**config.mk**
```make
export PLATFORM = sky130hd
export DESIGN_NAME = ps2_arrow_decoder
export DESIGN_NICKNAME = d
export VERILOG_FILES = /design/src/rtl/ps2_arrow_decoder.sv
export SDC_FILE = /design/constraint.sdc
export NUM_CORES = 1
export LEC_CHECK = 0
export ABC_CLOCK_PERIOD_IN_PS = 2050
export BUFFER_PORTS_ARGS = -buffer_cell sky130_fd_sc_hd__buf_2
export CORE_UTILIZATION = 40
export CTS_CLUSTER_SIZE = 16
export DETAILED_ROUTE_END_ITERATION = 7
export HOLD_SLACK_MARGIN = 0.06
export PLACE_DENSITY_LB_ADDON = 0.3
export SLEW_MARGIN = 10
export SYNTH_ARGS = -nofsm -noshare
export SYNTH_HDL_FRONTEND = slang
export SYNTH_SLANG_ARGS = --single-unit
```
**constraint.sdc**
```tcl
create_clock -name clk -period 2.05 [get_ports clk]
set_input_delay 0.41 -clock clk [delete_from_list [all_inputs] [get_ports clk]]
set_output_delay 0.41 -clock clk [all_outputs]
set_load 0.01 [all_outputs]
```
**src/rtl/ps2_arrow_decoder.sv**
```systemverilog
// PS/2 keyboard receiver that turns extended arrow-key make codes
// (E0 75/72/74/6B) into one-cycle up/down/right/left pulses on clk.
// The raw PS/2 lines are synchronised and the clock is glitch-filtered.
// Frames are received LSB first and checked for odd parity and the stop bit.
// A stalled frame is aborted by a timeout.
module ps2_arrow_decoder #(
   parameter int FILTER_LEN     = 4,
   parameter int TIMEOUT_CYCLES = 50000
) (
   input  logic       clk,
   input  logic       rst,
   input  logic       ps2_clk,
   input  logic       ps2_data,
   output logic       up,
   output logic       down,
   output logic       right,
   output logic       left,
   output logic       key_valid,
   output logic [7:0] scan_code,
   output logic       frame_err
);

   localparam int FW = $clog2(FILTER_LEN + 1);
   localparam int TW = $clog2(TIMEOUT_CYCLES + 1);
   localparam logic [FW-1:0] FILT_MAX = FW'(FILTER_LEN - 1);
   localparam logic [TW-1:0] TO_MAX   = TW'(TIMEOUT_CYCLES - 1);

   localparam logic [7:0] CODE_EXT = 8'hE0;
   localparam logic [7:0] CODE_BRK = 8'hF0;

   typedef enum logic [1:0] {IDLE, DATA, PARITY, STOP} state_t;

   state_t          state, state_nxt;
   logic            ps2_clk_p0, ps2_clk_p1;
   logic            ps2_data_p0, ps2_data_p1;
   logic            clk_filt;
   logic [FW-1:0]   filt_cnt;
   logic            strobe;
   logic [TW-1:0]   to_cnt;
   logic [7:0]      shreg;
   logic [2:0]      bit_cnt;
   logic            par_bit;
   logic            frame_done;
   logic            frame_ok;
   logic            frame_bad;
   logic            timeout_hit;
   logic            ext, brk;
   logic [3:0]      dir_q;

   // One-hot {up,down,right,left} for an arrow make code, zero otherwise.
   function automatic logic [3:0] arrow_dir(input logic [7:0] code);
      logic [3:0] d;
      case (code)
         8'h75:   d = 4'b1000;
         8'h72:   d = 4'b0100;
         8'h74:   d = 4'b0010;
         8'h6B:   d = 4'b0001;
         default: d = 4'b0000;
      endcase
      return d;
   endfunction

   // Two-flop synchronisers; both lines idle high, so reset them high.
   always_ff @(posedge clk or negedge rst) begin
      if (!rst) begin
         ps2_clk_p0  <= 1'b1;
         ps2_clk_p1  <= 1'b1;
         ps2_data_p0 <= 1'b1;
         ps2_data_p1 <= 1'b1;
      end else begin
         ps2_clk_p0  <= ps2_clk;
         ps2_clk_p1  <= ps2_clk_p0;
         ps2_data_p0 <= ps2_data;
         ps2_data_p1 <= ps2_data_p0;
      end
   end

   // Glitch filter: the filtered clock only follows the synchronised clock
   // after FILTER_LEN consecutive samples that differ from it.
   always_ff @(posedge clk or negedge rst) begin
      if (!rst) begin
         clk_filt <= 1'b1;
         filt_cnt <= '0;
      end else if (ps2_clk_p1 == clk_filt) begin
         filt_cnt <= '0;
      end else if (filt_cnt == FILT_MAX) begin
         clk_filt <= ps2_clk_p1;
         filt_cnt <= '0;
      end else begin
         filt_cnt <= filt_cnt + 1'b1;
      end
   end

   // Sample strobe is the cycle in which the filtered clock falls.
   assign strobe = clk_filt && !ps2_clk_p1 && (filt_cnt == FILT_MAX);

   // Timeout counter: cycles since the last strobe while a frame is open.
   always_ff @(posedge clk or negedge rst) begin
      if (!rst) begin
         to_cnt <= '0;
      end else if (state == IDLE || strobe || timeout_hit) begin
         to_cnt <= '0;
      end else begin
         to_cnt <= to_cnt + 1'b1;
      end
   end

   // Frame state register.
   always_ff @(posedge clk or negedge rst) begin
      if (!rst) state <= IDLE;
      else      state <= state_nxt;
   end

   // Next-state logic; the timeout wins over any strobe-driven move.
   always_comb begin
      state_nxt   = state;
      frame_done  = 1'b0;
      timeout_hit = 1'b0;
      if (state != IDLE && !strobe && to_cnt == TO_MAX) begin
         timeout_hit = 1'b1;
         state_nxt   = IDLE;
      end else if (strobe) begin
         case (state)
            IDLE:    if (!ps2_data_p1) state_nxt = DATA;
            DATA:    if (bit_cnt == 3'd7) state_nxt = PARITY;
            PARITY:  state_nxt = STOP;
            STOP: begin
               state_nxt  = IDLE;
               frame_done = 1'b1;
            end
            default: state_nxt = IDLE;
         endcase
      end
   end

   // Good frame: odd parity across data and parity bit, stop bit high.
   assign frame_ok  = frame_done && ps2_data_p1 && (^{shreg, par_bit});
   assign frame_bad = (frame_done && !frame_ok) || timeout_hit;

   // Bit capture: data shifts in LSB first, parity is kept separately.
   always_ff @(posedge clk or negedge rst) begin
      if (!rst) begin
         shreg   <= 8'h00;
         bit_cnt <= 3'd0;
         par_bit <= 1'b0;
      end else if (strobe) begin
         case (state)
            IDLE:    bit_cnt <= 3'd0;
            DATA: begin
               shreg   <= {ps2_data_p1, shreg[7:1]};
               bit_cnt <= bit_cnt + 1'b1;
            end
            PARITY:  par_bit <= ps2_data_p1;
            default: ;
         endcase
      end
   end

   // Byte decoder: track E0/F0 prefixes and pulse outputs one cycle after
   // the stop-bit strobe; any frame error drops the pending prefixes.
   always_ff @(posedge clk or negedge rst) begin
      if (!rst) begin
         key_valid <= 1'b0;
         frame_err <= 1'b0;
         scan_code <= 8'h00;
         dir_q     <= 4'b0000;
         ext       <= 1'b0;
         brk       <= 1'b0;
      end else begin
         key_valid <= 1'b0;
         frame_err <= 1'b0;
         dir_q     <= 4'b0000;
         if (frame_bad) begin
            frame_err <= 1'b1;
            ext       <= 1'b0;
            brk       <= 1'b0;
         end else if (frame_ok) begin
            key_valid <= 1'b1;
            scan_code <= shreg;
            if (shreg == CODE_EXT) begin
               ext <= 1'b1;
            end else if (shreg == CODE_BRK) begin
               brk <= 1'b1;
            end else begin
               if (ext && !brk) dir_q <= arrow_dir(shreg);
               ext <= 1'b0;
               brk <= 1'b0;
            end
         end
      end
   end

   assign {up, down, right, left} = dir_q;

endmodule

```
==> impl_results.md <==
* H-tree depth at 2
* Clock latency on the worst-skew pair at 0.31 ns
* Total iterations of the first detailed-routing run at 4
* Area leader, netlist: dfrtp_1
* CTS root buf: clkbuf_8
* Post-synth EDFFs at 0
* Hold crit path type: in2reg
* Routed WL per cell at roughly 14 um
* Reg2reg path depth at 6
* Max frequency at between 500 and 600 MHz
* Clock transition at path regs at roughly 0.1 ns
* Final Max Tran Viols at 0
* RR Startpoint: clk_filt
* GRT Overall Usage at 16.1%
* Ys flop type: dfrtp_1
* Net count after synthesis at between 200 and 250
* Synth Cell Area at 2550 um^2
* Die area at between 6000 and 7000 um^2
* Area Overhead vs Synth at 17.4%
* Final WS setup at 0.0530 ns
* Outcome: completed
* LEAKAGE at 1.45 nW
* Avg Cell Area, Syn at between 10 and 15 um^2
* GR Overflow Total at 0
* Dpl cell area at 2870 um^2
* Hold Slack at between 0.15 and 0.2 ns
* Vias at around 1.7k
* Hold Path Stages at 1
* Async SR Flop Fraction at 100%
* CTS tree: done
* Fin. Hold Viols at 0
* Worst Hold End: ps2_clk_p0
* Starting Density at a little over two fifths
* Min cycle time layout at ~2 ns
* DRC at 0
* DR iter-0 viols at ~110
* Worst-Margin Slew at roughly 0.43 ns
* Antenna violations before repair at 0
* Die height at about 82 um
* Drt total wl at 4590 um
* Biggest cell delay along the critical path at 0.54 ns
* Cell Count, Final, Fillers Out at 328
* Share of layout cells above drive strength 1 at just under 30%
* Seq/Total Area, Yosys at between 50% and 60%
* # setup viols final at 0
* WS Path Type: reg2reg
* Final antenna-violating net count at 0
* WP data required at about 2.3 ns
* First-pass GRT wire length at ~8000 um
* YS warnings at 0
* Pre-CTS WS at around 0.067 ns
* Reg2reg setup slack at 0.05 ns
* Reg-to-Reg End: scan_code[1]
* Power per cell area at about 800 nW/um^2
* Post-synth top area share at between 40% and 50%
* Crit share post-route at between 90% and 100%
* Die X at approximately 82 um
* Fillers at roughly 560
* Hold wc startpoint: ps2_clk
* Clk sinks at 54
* Buffers & Inverters on Critical Path at 1
* Max IR drop VDD at roughly 0.43 mV
* Clk_skew at approximately 0.013 ns
* Most common cell after layout, fill and taps aside: dfrtp_1
* Largest fanout on the critical path at 14
* Setup_tns at 0 ns
* Vias in the first global route at 1709
* Clk buf depth at 2
* Synth area leaders: dfrtp_1 48%, dfstp_2 5.2%, ha_1 4.9%
* IO Pins at 18
* CP Launch Type: register
* Relative max-transition margin at 71.0%
* CORE AREA at between 6000 and 7000 um^2
* Fin nets at between 200 and 300
* Finished Cell Area at around 3000 um^2
* Critical-path top delay cell: dfstp_2
* PortBufs at 17
* Final core utilization at 49.7%
* Tot Pwr at between 2 and 2.5 mW
* Worst Setup End Kind: register
* Delay-heaviest family, CP: flip-flops
* Pin count of the biggest net entering global routing at 26
* Ant diodes at 0
* Post-Synthesis Cells at 214
* Final HPWL DP at between 3000 and 4000 um
* Placer Congestion at just under 0.8
* Most frequent cells in the layout: 49 x dfrtp_1, 18 x buf_4, 17 x buf_2
* Vias per cell at 5.19
* FP Rows at 28
* Worst path arrival time at between 2 and 2.5 ns
* CP Cell Sequence: ha_2, nand4b_1, or3_4, mux2i_4, buf_12, mux2_2
* FF+latch count, synth at between 50 and 60
* Placed cells at 319
* Unique masters post-synth at 40
* CTS Buf Count at 5
* Max-cap viol count at 0
repair_timing:
| action | 4_1_cts | 5_1_grt |
|---|---|---|
| hold buffers | 1 | 0 |
| setup buffers | 0 | 0 |
| endpoints found under the setup margin | 0 | 4 |
| endpoints found under the hold margin | 12 | 0 |
| gates resized for setup | 0 | 3 |
where the power goes:
part	total, mW	switching, mW	internal [mW]
sequential	1.27	0.0826	1.19
clock	0.631	0.353	0.279
combinational	0.554	0.293	0.261
kinds of logic (layout without fill, tap and decap cells):
family | count (synthesis) | after routing | share of synthesized area [%]
buffers and inverters | 13 | 52 | 2.26
multiplexers | 16 | 16 | 8.10
adder cells (fa/ha/maj) | 10 | 10 | 4.91
AO/OA/AOI/OAI | 24 | 24 | 5.89
AND/OR/NAND/NOR | 78 | 78 | 18.0
XOR/XNOR | 19 | 19 | 7.65
flip-flops | 54 | 54 | 53.2
sequential cells by signal (all words and copies together) (netlist names):
register / count
scan_code: 8
key_valid: 1
par_bit: 1
to_cnt: 16
brk: 1
dir_q: 4
ps2_data_p1: 1
ps2_clk_p1: 1
clk_filt: 1
ext: 1
shreg: 8
ps2_data_p0: 1
ps2_clk_p0: 1
filt_cnt: 3
frame_err: 1
bit_cnt: 3
state: 2
worst reg2reg max path, delay by kind of cell, from the launching register on:
family / cells / cell delay (ns)
DFF: 1 / 0.54
muxes: 2 / 0.51
and+or+nand+nor: 2 / 0.51
adders and majority gates: 1 / 0.16
buffers and inverters: 1 / 0.17
cell usage after synthesis, drive strengths merged (3+ instances only):
library cell / number
dfrtp: 49
dfstp: 5
or3: 5
mux2: 15
xor2: 8
a21oi: 5
o21ai: 10
and3: 3
ha: 10
clkbuf: 5
and4b: 3
and4: 4
nor2: 13
nand2: 15
nand3: 7
inv: 6
o211ai: 3
nand2b: 3
xnor2: 9
nand4: 9
final cells by class:
cell class	count	area (um^2)	area share (%)
Sequential cell	54	1360	45.4
Tap cell	75	93.8	3.14
Inverter	6	22.5	0.753
Clock buffer	6	82.6	2.76
Timing Repair Buffer	38	270	9.03
Multi-Input combinational cell	147	1150	38.4
Clock inverter	2	16.3	0.543
how the worst max path moves through the flow:
stage	start	endpoint	slack (ns)	depth (start not counted)
after detailed placement	shreg[6]	scan_code[1]	0.07	5
after global routing	clk_filt	scan_code[1]	-0.02	6
after global placement	shreg[6]	scan_code[2]	0.11	5
final	clk_filt	scan_code[1]	0.05	6
after floorplan	shreg[0]	scan_code[3]	0.05	6
after CTS	shreg[6]	scan_code[1]	0.04	5
metal layers:
metal | part of all wire (%) | track usage, % | routed length (um) | vias to the layer above
met5 | 0 | 0 | 0 | -
li1 | - | - | - | 845
met1 | 49 | 21.5 | 2250 | 826
met2 | 46 | 24.8 | 2110 | 24
met3 | 3.6 | 4.67 | 166 | 7
met4 | 1.3 | 5.26 | 59 | 0
No activity file was read; power rests on OpenSTA's default activity.
